`config.mk`:
```
export PLATFORM = sky130hd
export DESIGN_NAME = rtc_time_poller
export DESIGN_NICKNAME = d
export VERILOG_FILES = /design/src/rtl/rtc_time_poller.sv
export SDC_FILE = /design/constraint.sdc
export NUM_CORES = 1
export LEC_CHECK = 0
export CAP_MARGIN = 20
export CORE_MARGIN = 2
export CORE_UTILIZATION = 57
export CTS_CLUSTER_SIZE = 8
export DETAILED_ROUTE_END_ITERATION = 6
export DONT_BUFFER_PORTS = 1
export PLACE_DENSITY = 0.75
export SLEW_MARGIN = 20
export SYNTH_ARGS = -nofsm -noshare
export SYNTH_HDL_FRONTEND = slang
export SYNTH_SLANG_ARGS = --single-unit
```
`constraint.sdc`:
```
create_clock -name clock -period 2.02 [get_ports clock]
set_input_delay 0.404 -clock clock [delete_from_list [all_inputs] [get_ports clock]]
set_output_delay 0.404 -clock clock [all_outputs]
set_load 0.02 [all_outputs]
```
`src/rtl/rtc_time_poller.sv`:
```
// rtc_time_poller: command stage for I2cMaster that polls a DS1307-style RTC.
// Periodically reads seconds/minutes/hours (registers 0..2) and presents them
// as registered BCD time; performs a four-byte time-set write on request.
// Ports:
//   clock, reset (async, active-low)
//   setTime/newSeconds/newMinutes/newHours : time-set request and values
//   seconds/minutes/hours/timeValid/clockHalted : last successfully read time
//   setDone : one-cycle pulse on write completion
//   errorCount : saturating count of failed transactions
//   i2c* : command/handshake interface to I2cMaster
module rtc_time_poller #(
  parameter int unsigned ClockFrequency     = 24_000_000,
  parameter int unsigned PollPeriodMs       = 100,
  parameter logic [6:0]  RtcAddress         = 7'h68,
  parameter int unsigned ReadyTimeoutCycles = 2_400_000
) (
  input  logic        clock,
  input  logic        reset,
  input  logic        setTime,
  input  logic [6:0]  newSeconds,
  input  logic [6:0]  newMinutes,
  input  logic [5:0]  newHours,
  output logic [6:0]  seconds,
  output logic [6:0]  minutes,
  output logic [5:0]  hours,
  output logic        timeValid,
  output logic        clockHalted,
  output logic        setDone,
  output logic [7:0]  errorCount,
  output logic        i2cStart,
  output logic [6:0]  i2cAddress,
  output logic [2:0]  i2cNrOfBytesToSend,
  output logic [31:0] i2cBytesToSend,
  output logic [1:0]  i2cNrOfBytesToRead,
  input  logic [23:0] i2cBytesToRead,
  input  logic        i2cReady,
  input  logic        i2cClockStretchTimeoutReached
);

  localparam int unsigned PeriodCycles = ClockFrequency / 1000 * PollPeriodMs;
  localparam int unsigned PeriodW      = $clog2(PeriodCycles + 1);
  localparam int unsigned TimeoutW     = $clog2(ReadyTimeoutCycles + 1);

  typedef enum logic [2:0] {
    StIdle,
    StLaunchRead,
    StLaunchWrite,
    StWaitBusy,
    StWaitDone,
    StFail
  } state_e;

  state_e              state_q, state_d;
  logic [PeriodW-1:0]  period_q, period_d;
  logic [TimeoutW-1:0] tmo_q, tmo_d;
  logic                poll_due_q, poll_due_d;
  logic                set_pend_q, set_pend_d;
  logic                op_write_q, op_write_d;
  logic [6:0]          new_sec_q, new_sec_d;
  logic [6:0]          new_min_q, new_min_d;
  logic [5:0]          new_hr_q, new_hr_d;
  logic [6:0]          sec_q, sec_d;
  logic [6:0]          min_q, min_d;
  logic [5:0]          hr_q, hr_d;
  logic                valid_q, valid_d;
  logic                halted_q, halted_d;
  logic                set_done_q, set_done_d;
  logic [7:0]          err_q, err_d;
  logic                start_q, start_d;
  logic [2:0]          nsend_q, nsend_d;
  logic [1:0]          nread_q, nread_d;
  logic [31:0]         bytes_q, bytes_d;

  logic wrap;
  logic tmo_hit;
  logic write_ok;

  // Bits of the read bytes that carry no time information.
  logic unused_rd_bits;
  assign unused_rd_bits = ^{i2cBytesToRead[23:22], i2cBytesToRead[15]};

  assign wrap    = (period_q == PeriodW'(PeriodCycles - 1));
  assign tmo_hit = (tmo_q == TimeoutW'(ReadyTimeoutCycles - 1));

  // State and output registers.
  always_ff @(posedge clock or negedge reset) begin
    if (!reset) begin
      state_q    <= StIdle;
      period_q   <= '0;
      tmo_q      <= '0;
      poll_due_q <= 1'b0;
      set_pend_q <= 1'b0;
      op_write_q <= 1'b0;
      new_sec_q  <= '0;
      new_min_q  <= '0;
      new_hr_q   <= '0;
      sec_q      <= '0;
      min_q      <= '0;
      hr_q       <= '0;
      valid_q    <= 1'b0;
      halted_q   <= 1'b0;
      set_done_q <= 1'b0;
      err_q      <= '0;
      start_q    <= 1'b0;
      nsend_q    <= '0;
      nread_q    <= '0;
      bytes_q    <= '0;
    end else begin
      state_q    <= state_d;
      period_q   <= period_d;
      tmo_q      <= tmo_d;
      poll_due_q <= poll_due_d;
      set_pend_q <= set_pend_d;
      op_write_q <= op_write_d;
      new_sec_q  <= new_sec_d;
      new_min_q  <= new_min_d;
      new_hr_q   <= new_hr_d;
      sec_q      <= sec_d;
      min_q      <= min_d;
      hr_q       <= hr_d;
      valid_q    <= valid_d;
      halted_q   <= halted_d;
      set_done_q <= set_done_d;
      err_q      <= err_d;
      start_q    <= start_d;
      nsend_q    <= nsend_d;
      nread_q    <= nread_d;
      bytes_q    <= bytes_d;
    end
  end

  // Next-state and output logic.
  always_comb begin
    state_d    = state_q;
    period_d   = wrap ? '0 : period_q + PeriodW'(1);
    poll_due_d = poll_due_q | wrap;
    set_pend_d = set_pend_q;
    op_write_d = op_write_q;
    new_sec_d  = new_sec_q;
    new_min_d  = new_min_q;
    new_hr_d   = new_hr_q;
    sec_d      = sec_q;
    min_d      = min_q;
    hr_d       = hr_q;
    valid_d    = valid_q;
    halted_d   = halted_q;
    set_done_d = 1'b0;
    err_d      = err_q;
    start_d    = 1'b0;
    nsend_d    = nsend_q;
    nread_d    = nread_q;
    bytes_d    = bytes_q;
    write_ok   = 1'b0;

    case (state_q)
      StIdle: begin
        if (set_pend_q) begin
          state_d    = StLaunchWrite;
          op_write_d = 1'b1;
        end else if (poll_due_q) begin
          state_d    = StLaunchRead;
          op_write_d = 1'b0;
          // A wrap landing on the launch cycle is a new poll, keep it.
          poll_due_d = wrap;
        end
      end
      StLaunchRead, StLaunchWrite: begin
        if (i2cReady) begin
          start_d = 1'b1;
          state_d = StWaitBusy;
        end else if (tmo_hit) begin
          state_d = StFail;
        end
      end
      StWaitBusy: begin
        if (!i2cReady) begin
          state_d = StWaitDone;
        end else if (tmo_hit) begin
          state_d = StFail;
        end
      end
      StWaitDone: begin
        if (i2cReady) begin
          if (i2cClockStretchTimeoutReached) begin
            state_d = StFail;
          end else if (op_write_q) begin
            set_done_d = 1'b1;
            write_ok   = 1'b1;
            state_d    = StIdle;
          end else begin
            sec_d    = i2cBytesToRead[6:0];
            halted_d = i2cBytesToRead[7];
            min_d    = i2cBytesToRead[14:8];
            hr_d     = i2cBytesToRead[21:16];
            valid_d  = 1'b1;
            state_d  = StIdle;
          end
        end else if (tmo_hit) begin
          state_d = StFail;
        end
      end
      StFail: begin
        err_d   = (err_q == 8'hFF) ? err_q : err_q + 8'd1;
        state_d = StIdle;
      end
      default: state_d = StIdle;
    endcase

    // Setup follows the launch state so it is stable on the start strobe.
    if (state_d == StLaunchRead) begin
      nsend_d = 3'd1;
      nread_d = 2'd3;
      bytes_d = 32'h0000_0000;
    end else if (state_d == StLaunchWrite) begin
      nsend_d = 3'd4;
      nread_d = 2'd0;
      bytes_d = {2'b00, new_hr_q, 1'b0, new_min_q, 1'b0, new_sec_q, 8'h00};
    end

    // A fresh request always wins over the clear from a completing write.
    if (setTime) begin
      set_pend_d = 1'b1;
      new_sec_d  = newSeconds;
      new_min_d  = newMinutes;
      new_hr_d   = newHours;
    end else if (write_ok) begin
      set_pend_d = 1'b0;
    end

    tmo_d = (state_d != state_q) ? '0 : tmo_q + TimeoutW'(1);
  end

  assign seconds            = sec_q;
  assign minutes            = min_q;
  assign hours              = hr_q;
  assign timeValid          = valid_q;
  assign clockHalted        = halted_q;
  assign setDone            = set_done_q;
  assign errorCount         = err_q;
  assign i2cStart           = start_q;
  assign i2cAddress         = RtcAddress;
  assign i2cNrOfBytesToSend = nsend_q;
  assign i2cBytesToSend     = bytes_q;
  assign i2cNrOfBytesToRead = nread_q;

endmodule

```
### Word level (Yosys, flattened, before mapping)

Cells that the tools add are included.

* output and inout bits: 76
* register bits: 139
* input port bits: 49
* logic and storage cells: 75

* eq/ne operators: 11
* reductions and logical operators: 8
* $add $sub $neg: 3
* bitwise operators: 4
* mux-type cells: 29

Operators by type and width (number)
* two-way mux 32 bit: 2
* adder 22 x 1 -> 22 bit, second input constant: 2
* == test 22 bit, second input constant: 2
* two-way mux 22 bit: 2
* two-way mux 3 bit: 9
* two-way mux 1 bit: 13
* one-hot mux 3 bit (4 select lines): 1
* == test 3 x 2 -> 1 bit, second input constant: 3
* adder 8 x 1 -> 8 bit, second input constant: 1
* == test 8 bit, second input constant: 1
* == test 3 x 1 -> 1 bit, second input constant: 2
* == test 3 bit, second input constant: 2
* nonzero test 2 bit: 3
* two-way mux 2 bit: 2
* AND reduction 2 bit: 2
* AND reduction 4 bit: 1
* logical NOT 3 bit: 1
* inequality test 3 bit: 1
* inverter 1 bit: 3
* OR reduction 2 bit: 1
* bitwise OR 1 bit: 1

### Depth between registers and ports, before layout

* depth after elaboration: 7
* depth in mapped cells: 9
* mapped depth without buffers: 7

### Worst setup path after synthesis

Ideal clock, no wire load.

* path kind: register -> register
* start: reg tmo_q[0]
* end: reg nsend_q[2], in the netlist i2cNrOfBytesToSend[2]
* period minus slack after synthesis: 2.018 ns
* data arrival time: 1.900 ns
* stages on the path, launching flop included: 9
* path slack: 0.002 ns
* library setup time: 0.119 ns
* data required time: 1.901 ns
* path buffers: 1
* cells stage by stage: dfrtp_1 > ha_1 > nand3_1 > or2_1 > buf_6 > a2111oi_4 > nor2_1 > or3b_1 > o21a_1

* longest elaborated chain between the ends: 6
* elaborated cells on any way between the ends: 10
* those cells by class: 3 x eq/ne; 6 x mux; 1 x reduce/logical

Ends and longest elaborated chain
* start: declaration: line 55 `logic [TimeoutW-1:0] tmo_q, tmo_d;`
* start signal: assignment: line 111 `tmo_q <= tmo_d;`
* == test 22 bit (*): line 83 `assign tmo_hit = (tmo_q == TimeoutW'(ReadyTimeoutCycles - 1));`
* two-way mux 3 bit (*): line 171, 178, 198
* two-way mux 3 bit, on equally long branches: line 183, 168, 176
* one-hot mux 3 bit (4 select lines) (*): line 155 `case (state_q)`
* via state_d[1]: line 53 `state_e state_q, state_d;`
* == test 3 x 1 -> 1 bit / == test 3 x 2 -> 1 bit (equally long branches): line 210, 214
* two-way mux 3 bit / nonzero test 2 bit (equally long branches)
* end signal: assignment: line 126 `nsend_q <= nsend_d;`
* end: declaration: line 70 `logic [2:0] nsend_q, nsend_d;`

The timed path passes the listed nets; every way through them passes the cells marked *.
A chain may end at the register's enable or synchronous reset.

### Final worst setup path

* start: reg tmo_q[19]
* end: reg tmo_q[20]

* longest elaborated chain between the ends: 6
* elaborated cells on any way between the ends: 9
* those cells by class: 1 x add/sub; 2 x eq/ne; 6 x mux

Ends and longest elaborated chain
* == test 22 bit: line 83
* two-way mux 3 bit: line 171, 178, 198
* two-way mux 3 bit, on equally long branches: line 183, 168, 176
* one-hot mux 3 bit (4 select lines): line 155
* inequality test 3 bit: line 230 `tmo_d = (state_d != state_q) ? '0 : tmo_q + TimeoutW'(1);`
* two-way mux 22 bit (*): line 230
* via tmo_d[20]: line 55

Marks and branches as above.

==> implementation parameters <==
Parameter                              Value

Routing
  Final wirelength    11.6 mm
  Violation count after the first detailed-route iteration    ~210
  Drt via density    between 5 and 6
  Vias post-DR    3740
  Pre-antenna DRT Iters    4
  Average wire length per cell after detail routing    17.6 um
  Residual DRC    0
  Remaining antenna violation count    0

Synth
  Number of flops mapped to enable cells by yosys    0
  Asr flop ratio synth    100%
  Leading cell type by number of instances after synthesis    dfrtp_1
  Netlist area before placement    5480 sq um
  Most frequently used flop master after synthesis    dfrtp_1
  Fraction of post-synthesis cell area in the top cell type by area    ~57%
  Number of distinct library cells after synthesis    50
  Cell taking the most area after synthesis    dfrtp_1
  Fraction of the yosys area taken by sequential cells    56.6%
  Synthesis-stage register bit count    ~120
  Largest cells by area after synthesis    dfrtp_1 (57%), mux2_2 (8.6%), xnor2_1 (3.8%)
  Total number of yosys warnings    0
  Most instantiated cells after synthesis    dfrtp_1 (124), nor2_1 (52), mux2_2 (42)
  Mean area per synthesized cell    11.7 sq um
  Syn Inst Count    around 470

Pwr
  Sequential fraction of design power    between 30% and 40%
  Pwr dens    1330 nW/um^2
  Internal power component    0.00591 W
  Worst-case vdd ir drop    between 0.9 and 1 mV
  Static Leakage    3.02 nW
  NetSw    ~0.003 W
  Share of total power consumed by net switching    approximately a third
  Clock power frac    32.1%
  Combinational power share    28.5%

STA
  Setup TNS    -3.33 ns
  Fmax    470 MHz
  Number of failing hold endpoints at the final stage    124
  Unrepaired setup endpoints after global routing    yes
  Worst Hold Slack    -0.412 ns
  Share of the clock period used by the worst path after layout    105%
  Least setup slack across all paths after layout    -0.106 ns
  Worst rel slew slack    about three fifths
  Max-slew violation count    0
  Final clock skew    0.0108 ns
  Transition time at the pin with the least slew margin    0.582 ns
  Clock period minus worst slack    2.13 ns
  Final setup violation count    44

Floorplan
  Horizontal extent of the die    102 um
  I/O pin count    125
  DIE AREA    between 10000 and 15000 sq um
  Vertical extent of the die    102 um
  CORE AREA    slightly above 9000 sq um
  Cell row count    35
  Starting density of the core    between 50% and 60%

Layout
  Layout cells sized above 1    30.2%
  Post-route cell area    approximately 6700 sq um
  Storage cell area    approximately 3100 sq um
  Number of nets in the finished design    roughly 570
  Fill count    544
  Area of the multi-input gates    2380 sq um
  Synth-to-Final Area Change    22.9%

Place
  Placed Area    5780 sq um
  Routability-driven placement congestion ratio    0.898
  HPWL after detailed placement    6.77 mm
  IO buf count    0

Setup path
  Type of element capturing the critical path    flip-flop
  Startpoint types    flip-flop
  Kind of critical path    flip-flop to flip-flop
  CP required    2.41 ns
  Data arrival at the endpoint of the critical path    2.52 ns
  Crit Path Max Fanout    6

Run
  Max Cap Viol    0

Clock network
  TritonCTS clock tree    done
  Maximum root-to-sink buffer count    2
  Clock insertion delay at the later pin of the skew report    0.52 ns
  Number of levels in the clock H-tree    4
  Cts hold-fix bufs    1
  Clock buffer count from CTS    17
  Buffer cell driving the clock tree root    clkbuf_8
  Clock transition at path regs    about 0.060 ns
  CTS sink count    124

Global routing
  Maximum number of pins on one net before global-route repair    roughly 130
  Via count of the first global-routing pass    3619
  Grt ovf    0
  GR Util All Layers    a little over a fifth
  Number of antenna violations at the first check in global routing    0
  Wire length of the first global-routing pass    17.1 mm

Min path
  Tightest Hold Check Type    input port to async pin

Outcome
  Violations in the final reports    negative hold slack, negative setup slack
  Result of the run    finished, violations left
[layer usage]
metal / wire, um / up-vias / GRT usage (%)
met5: 0 / - / 0
met4: 165 / 0 / 8.21
met3: 654 / 18 / 7.39
met2: 5800 / 144 / 32.2
met1: 4990 / 1891 / 28.1
li1: - / 1687 / -
[final timing paths]
check / startpoint / end / slack, ns / depth (start not counted)
setup / recovery: tmo_q[19] / tmo_q[20] / -0.11 / 10
hold / removal: reset / errorCount[0] / -0.41 / 0
setup reg to reg: tmo_q[19] / tmo_q[20] / -0.11 / 10
hold reg to reg: period_q[4] / period_q[4] / 0.49 / 1
max in group asynchronous: reset / period_q[10] / 2.21 / 0
min in group clock: newMinutes[1] / new_min_q[1] / 0.04 / 1
[cells by family after synthesis]
| kind of cell | share of synthesized area (%) |
|---|---|
| simple gates | 14.1 |
| flops | 56.6 |
| compound gates | 7.26 |
| xor+xnor | 7.51 |
| buf+inv | 5.07 |
| mux | 8.63 |
| fa+ha+maj | 0.685 |
| other cells | 0.137 |
[worst max-delay path, stage by stage (launching register included)]
cell,delay (ns)
dfrtp_1,0.40
nor4bb_2,0.30
buf_4,0.16
nand4_1,0.18
buf_4,0.21
o21ai_2,0.12
a21oi_2,0.08
o21ai_2,0.19
buf_6,0.15
clkbuf_16,0.17
nor2_4,0.03
[cell usage in the layout (no fill, tap or decap), types with 4 or more instances in the layout]
master     count
nor2_1        30
o21ai_0        5
nor2_2         6
mux2_2        42
dfrtp_1      124
inv_1          6
and4_1         4
nand4_1       13
nand2_1       27
and3_1         5
buf_4         37
a22o_1        20
nor2_4        16
nor3_1         5
nor4_1         4
nand2b_1       5
xnor2_1       24
xor2_1        23
clkinv_2       4
conb_1        20
buf_6          5
clkbuf_16     19
nor2b_1        4
nand3_1       17
[power groups by stage]
stage               registers (W)  logic, W  clock network (W)
finish                    0.00354   0.00256            0.00289
floorplan                 0.00344   0.00123                  0
CTS                       0.00353   0.00168            0.00293
global placement          0.00356   0.00155                  0
detailed placement        0.00355   0.00159                  0
global route              0.00358   0.00272            0.00306
[metrics by stage]
stage | instances | setup slack (ns) | hold slack [ns] | utilization [%] | power, W
final | 659 | -0.106 | -0.412 | 72.5 | 0.00898
after global routing | 658 | -0.224 | -0.445 | 72.5 | 0.00935
after CTS | 647 | -0.0676 | -0.434 | 68.9 | 0.00814
after detailed placement | 612 | -0.0726 | 0.113 | 62.2 | 0.00515
after global placement | 612 | -0.0491 | 0.114 | 62.2 | 0.00511
after floorplan | 485 | 0.00154 | 0.108 | - | 0.00467
[flip-flops by register name, indices dropped and copies added, names as in the netlist, 3 cells and up]
signal and count:
errorCount 8, hours 6, i2cBytesToSend 20, minutes 7
new_hr_q 6, new_min_q 7, new_sec_q 7, period_q 22
seconds 7, state_q 3, tmo_q 22
[final cells by class]
class | instances | area share, %
Antenna cell | 1 | 0.0372
Clock buffer | 19 | 6.41
Clock inverter | 13 | 2.08
Inverter | 7 | 0.390
Multi-Input combinational cell | 316 | 35.4
Sequential cell | 124 | 46.1
Tap cell | 129 | 2.40
Timing Repair Buffer | 50 | 7.19
[repair_timing]
action,in CTS,in global routing
endpoints found under the setup margin,45,46
pin swaps,2,30
gates resized for setup,8,50
cloned,1,6
endpoints found under the hold margin,125,124
buffers inserted,1,5
(Power assumes the default switching activity.)
